--- src/rtl/apb_pkg.sv ---
// Shared types for the APB requester: FSM state encoding, default
// bus widths and the packed command bundle latched at accept time.
package apb_pkg;

  localparam int APB_DW = 32;
  localparam int APB_AW = 32;
  localparam int APB_NB = APB_DW / 8;

  typedef enum logic [1:0] {
    IDLE,
    SETUP,
    ACCESS
  } apb_state_e;

  // Latched request; wdata/strb are already zeroed for reads so
  // the bus drivers can use the fields directly.
  typedef struct packed {
    logic              write;
    logic [APB_AW-1:0] addr;
    logic [APB_DW-1:0] wdata;
    logic [APB_NB-1:0] strb;
  } apb_cmd_t;

endpackage

--- src/rtl/apb_master.sv ---
// APB requester: turns a valid/ready command into one APB transfer
// (IDLE/SETUP/ACCESS), honours PREADY wait states and aborts on timeout.
// Ports: PCLK/PRESET (async, active-high); cmd_* request handshake;
// rsp_* one-cycle completion pulse with read data and timeout flag;
// PSELx/PENABLE/PADDR/PWRITE/PSTRB/PWDATA registered bus outputs;
// PRDATA/PREADY from the slave.
module apb_master
  import apb_pkg::*;
#(
  parameter int DATA_WIDTH     = APB_DW,
  parameter int ADDR_WIDTH     = APB_AW,
  parameter int NBYTES         = DATA_WIDTH / 8,
  parameter int TIMEOUT_CYCLES = 16
) (
  input  logic                  PCLK,
  input  logic                  PRESET,
  input  logic                  cmd_valid,
  output logic                  cmd_ready,
  input  logic                  cmd_write,
  input  logic [ADDR_WIDTH-1:0] cmd_addr,
  input  logic [DATA_WIDTH-1:0] cmd_wdata,
  input  logic [NBYTES-1:0]     cmd_strb,
  output logic                  rsp_valid,
  output logic [DATA_WIDTH-1:0] rsp_rdata,
  output logic                  rsp_err,
  output logic                  PSELx,
  output logic [ADDR_WIDTH-1:0] PADDR,
  output logic                  PWRITE,
  output logic [NBYTES-1:0]     PSTRB,
  output logic [DATA_WIDTH-1:0] PWDATA,
  output logic                  PENABLE,
  input  logic [DATA_WIDTH-1:0] PRDATA,
  input  logic                  PREADY
);

  localparam int CW = (TIMEOUT_CYCLES > 0) ?
                      $clog2(TIMEOUT_CYCLES + 1) : 1;
  // Abort fires on the wait cycle that brings the count to the limit.
  localparam logic [CW-1:0] TO_LAST =
    CW'((TIMEOUT_CYCLES > 0) ? TIMEOUT_CYCLES - 1 : 0);

  apb_state_e state_q, state_d;
  apb_cmd_t   cmd_q, cmd_d;
  logic [CW-1:0] cnt_q, cnt_d;
  logic psel_q, psel_d;
  logic pen_q, pen_d;
  logic rv_q, rv_d;
  logic rerr_q, rerr_d;
  logic [DATA_WIDTH-1:0] rdata_q, rdata_d;

  always_comb begin
    state_d = state_q;
    cmd_d   = cmd_q;
    cnt_d   = cnt_q;
    psel_d  = psel_q;
    pen_d   = pen_q;
    rv_d    = 1'b0;
    rerr_d  = rerr_q;
    rdata_d = rdata_q;
    unique case (state_q)
      IDLE: begin
        if (cmd_valid) begin
          cmd_d.write = cmd_write;
          cmd_d.addr  = APB_AW'(cmd_addr);
          cmd_d.wdata = cmd_write ? APB_DW'(cmd_wdata) : '0;
          cmd_d.strb  = cmd_write ? APB_NB'(cmd_strb) : '0;
          cnt_d       = '0;
          psel_d      = 1'b1;
          state_d     = SETUP;
        end
      end
      SETUP: begin
        pen_d   = 1'b1;
        state_d = ACCESS;
      end
      ACCESS: begin
        if (PREADY) begin
          psel_d  = 1'b0;
          pen_d   = 1'b0;
          rv_d    = 1'b1;
          rerr_d  = 1'b0;
          rdata_d = cmd_q.write ? '0 : PRDATA;
          state_d = IDLE;
        end else if (TIMEOUT_CYCLES != 0 && cnt_q == TO_LAST) begin
          psel_d  = 1'b0;
          pen_d   = 1'b0;
          rv_d    = 1'b1;
          rerr_d  = 1'b1;
          rdata_d = '0;
          state_d = IDLE;
        end else if (TIMEOUT_CYCLES != 0) begin
          cnt_d = cnt_q + CW'(1);
        end
      end
      default: begin
        psel_d  = 1'b0;
        pen_d   = 1'b0;
        state_d = IDLE;
      end
    endcase
  end

  always_ff @(posedge PCLK or posedge PRESET) begin
    if (PRESET) begin
      state_q <= IDLE;
      cmd_q   <= '0;
      cnt_q   <= '0;
      psel_q  <= 1'b0;
      pen_q   <= 1'b0;
      rv_q    <= 1'b0;
      rerr_q  <= 1'b0;
      rdata_q <= '0;
    end else begin
      state_q <= state_d;
      cmd_q   <= cmd_d;
      cnt_q   <= cnt_d;
      psel_q  <= psel_d;
      pen_q   <= pen_d;
      rv_q    <= rv_d;
      rerr_q  <= rerr_d;
      rdata_q <= rdata_d;
    end
  end

  assign cmd_ready = (state_q == IDLE);
  assign rsp_valid = rv_q;
  assign rsp_rdata = rdata_q;
  assign rsp_err   = rerr_q;
  assign PSELx     = psel_q;
  assign PENABLE   = pen_q;
  assign PADDR     = ADDR_WIDTH'(cmd_q.addr);
  assign PWRITE    = cmd_q.write;
  assign PSTRB     = NBYTES'(cmd_q.strb);
  assign PWDATA    = DATA_WIDTH'(cmd_q.wdata);

endmodule

--- config.mk ---
export PLATFORM = sky130hd
export DESIGN_NAME = apb_master
export DESIGN_NICKNAME = d
export VERILOG_FILES = /design/src/rtl/apb_pkg.sv /design/src/rtl/apb_master.sv
export SDC_FILE = /design/constraint.sdc
export NUM_CORES = 1
export LEC_CHECK = 0
export BUFFER_PORTS_ARGS = -buffer_cell sky130_fd_sc_hd__buf_2
export CAP_MARGIN = 20
export CORE_ASPECT_RATIO = 1.1
export CORE_MARGIN = 5
export CORE_UTILIZATION = 42
export DETAILED_ROUTE_END_ITERATION = 6
export PLACE_DENSITY_LB_ADDON = 0.15
export SETUP_SLACK_MARGIN = 0.2
export SLEW_MARGIN = 25
export SYNTH_ARGS = -nofsm -noshare
export SYNTH_HDL_FRONTEND = slang
export SYNTH_SLANG_ARGS = --single-unit
--- constraint.sdc ---
create_clock -name PCLK -period 4.99 [get_ports PCLK]
set_input_delay 1.2475 -clock PCLK [delete_from_list [all_inputs] [get_ports PCLK]]
set_output_delay 1.2475 -clock PCLK [all_outputs]
set_load 0.05 [all_outputs]
==> impl_metrics.yaml <==
status:
  run_status: "completed"
clocking:
  clockBufferDepth: 2
  hold_buffers: 0
  cts_tree: "done"
  numClockSinks: 112
  clockRootBuffer: "clkbuf_8"
  clk_pin_slew_ns: 0.10
  cts_resized: 0
  cts-buffers-inserted: 9
  postCtsSetupBuffers: 0
  clkLatencyLatePin_ns: 0.37
  htreeDepth: 3
routing:
  vias: 3620
  wire_per_inst_microns: 15.03
  drc_errors: 0
  wl_microns: 11110
  avgViaCountPerCell: 4.899
  first_pass_iters: 4
  drt_iter0_markers: 202
  antenna_left: 0
finish:
  drive_gt1_frac: 0.3764
  area.sequential_sq_um: 2803
  fill_cells: 891
  antenna_cells: 0
  final_nets: 722
  final_util: 0.5630
  syn2layout_area_growth_pct: 30.84
  multi_input_area_sq_um: 1318
setup_path:
  slowest_delay_ns: 0.48
  cp.arrival_ns: 1.21
  path_max_fanout: 10
  cp_top_family: "flip-flops"
  path_cells: "nor2_1 -> buf_2"
  cp_data_required_time_ns: 3.74
  worst-path-buf-inv: 1
  criticalPathCategory: "register to primary output"
  end_kind: "primary output"
  worstSetupStartpointType: "register"
  slowest_stage: "dfrtp_1"
floorplan:
  die_w_microns: 106.0
  io_pins: 211
  num_rows: 38
  coreArea_sq_um: 9889
  start_util: 0.4303
  die_h_microns: 115.6
  die_area_sq_um: 12250
timing:
  fin_setup_tns_ns: 0
  tightestPinTransition_ns: 0.7667
  rsz0062_at_grt: "false"
  setup_violations: 0
  finalHoldViolations: 0
  slew_headroom: 0.4889
  drv_slew: 0
  max_freq_mhz: 406.6
  period_needed_ns: 2.459
  timing.final.crit_share: 0.4928
  skew_ns: 0.006691
synth:
  ys_types: 26
  seq_area_frac_synth: 0.6586
  yosysTopAreaCell: "dfrtp_1"
  syn_area_sq_um: 4255
  synthCells: 418
  synth_nets: 525
  syn_avg_cell_area_sq_um: 10.18
  synth.area.top_cells: "dfrtp_1, nand2_1, a22o_1"
  synth-seq-cells: 112
  yosys_warnings: 0
  yosys.area.top_type_share: 0.6586
power:
  peakVddDrop_uv: 410.2
  powerDensity_nw_per_um2: 789.0
  p_sw_frac: 0.5362
  p_int_mw: 2.038
  p_leak_nw: 3.261
  p_seq_frac: 0.341
  power.switching_mw: 2.355
  clockPowerShare: 0.119
  power_frac_comb: 0.541
placement:
  numPortBuffers: 210
  place.detailed.hpwl_microns: 7811
  gp_congestion: 0.7563
flow_run:
  max_cap_viol_count: 0
grt:
  grt_pass1_wl_microns: 17740
  met2_usage: 0.2874
  grt_pass1_vias: 3520
  antenna_found_initial: 0
  use_met1: 0.2389
  use_met3: 0.04903
  grt_max_degree: 87
  grt_use_total: 0.1822
  busiest_layer: "met2"
  grt_overflow: 0
min_path:
  min_path_type: "register to register"
-- worst paths after layout --
kind / to / cells past startpoint / startpoint / slack (ns)
max: cmd_ready / 2 / state_q[1] / 2.53
min: PWDATA[21] / 2 / PWDATA[21] / 0.47
max reg2reg: cnt_q[3] / 6 / cnt_q[0] / 2.72
min reg2reg: PWDATA[21] / 2 / PWDATA[21] / 0.47
max in group asynchronous: PWDATA[5] / 3 / PRESET / 3.08
min in group asynchronous: rsp_valid / 2 / PRESET / 1.00
-- final cells by class --
type / count / area share
multi-input combinational: 273 / 0.2366
clock inverter: 4 / 0.008090
tap: 120 / 0.02697
timing repair buffer: 214 / 0.1948
sequential: 112 / 0.5034
inverter: 5 / 0.004719
clock buffer: 11 / 0.02539
-- power by group through the flow --
stage / clock (mW) / sequential (mW) / combinational [mW]
finish: 0.522 / 1.50 / 2.37
global route: 0.583 / 1.55 / 2.51
CTS: 0.544 / 1.50 / 2.40
detailed placement: 0 / 1.51 / 2.40
global placement: 0 / 1.50 / 2.38
floorplan: 0 / 2.78 / 0.539
-- cell usage after synthesis --
master      n
and3b_1     1
and2b_1     1
clkbuf_2    1
inv_2       1
or3b_2      1
nand3_1    38
nand2b_1    1
nor4b_1     1
or4b_1      1
a21oi_1     3
nor2_1      2
ha_1        2
o211ai_1    2
o21ai_0     6
mux2i_1     1
and3_1      1
buf_2       8
o21ai_1     1
clkbuf_1   18
dfrtp_1   112
a22o_1     32
a21oi_2     1
or3_1       1
buf_4       1
nand2_1   177
inv_1       4
-- registers in the layout, summed over array words and instances, names as in the netlist, 2 cells and up --
signal and cells:
cnt_q 5, state_q 2, PADDR 32, PWDATA 32
PSTRB 4, rsp_rdata 32
-- worst register-to-register path, cell delays in order (launching register included) --
cell     delay (ns)
dfrtp_1        0.42
ha_1           0.22
and3_1         0.18
ha_1           0.22
or4b_1         0.61
or3_1          0.41
a21oi_2        0.13
-- per-layer routing --
metal  wire length, microns  vias to the layer above  part of all wire
li1                       -                     1751                 -
met5                      0                        -                 0
met2                   5140                      160              0.46
met4                    252                        0             0.023
met1                   4747                     1688              0.43
met3                    968                       21             0.087
-- through the flow --
stage | area (sq um) | cells | hold slack (ns) | setup WS [ns] | power (mW)
final | 5568 | 739 | 0.4695 | 2.531 | 4.393
after global routing | 5568 | 739 | 0.5046 | 2.467 | 4.648
after CTS | 5568 | 739 | 0.4740 | 2.509 | 4.445
after detailed placement | 5381 | 724 | 0.4513 | 2.247 | 3.912
after global placement | 5365 | 723 | 0.4455 | 1.975 | 3.877
after floorplan | 4255 | 418 | 0.4595 | 0.7835 | 3.322
-- kinds of logic after synthesis --
| group | after synthesis | share of synthesized area |
|---|---|---|
| AND/OR/NAND/NOR | 225 | 0.2173 |
| flip-flops | 112 | 0.6586 |
| AO/OA/AOI/OAI | 45 | 0.08321 |
| buffers and inverters | 33 | 0.03263 |
| adder cells (fa/ha/maj) | 2 | 0.005880 |
| multiplexers | 1 | 0.002352 |
-- cells in the final DEF, fill, tap and decap left out --
cell type	n
mux2i_1	1
a22o_1	32
buf_4	3
clkinv_2	3
or3_1	1
and3_1	1
a21oi_1	3
bufinv_16	1
nor4b_1	1
o21ai_2	1
nand3_1	38
ha_1	2
nor2_1	2
o211ai_1	2
inv_1	3
a21oi_2	1
buf_6	1
clkbuf_8	10
nand2_1	177
or4b_1	1
dfrtp_1	112
buf_2	210
clkbuf_1	1
and3b_1	1
and2b_1	1
inv_6	1
o21ai_0	6
nand2b_1	1
or3b_2	1
inv_4	1
Note: power is estimated with default switching activity, not from simulation.
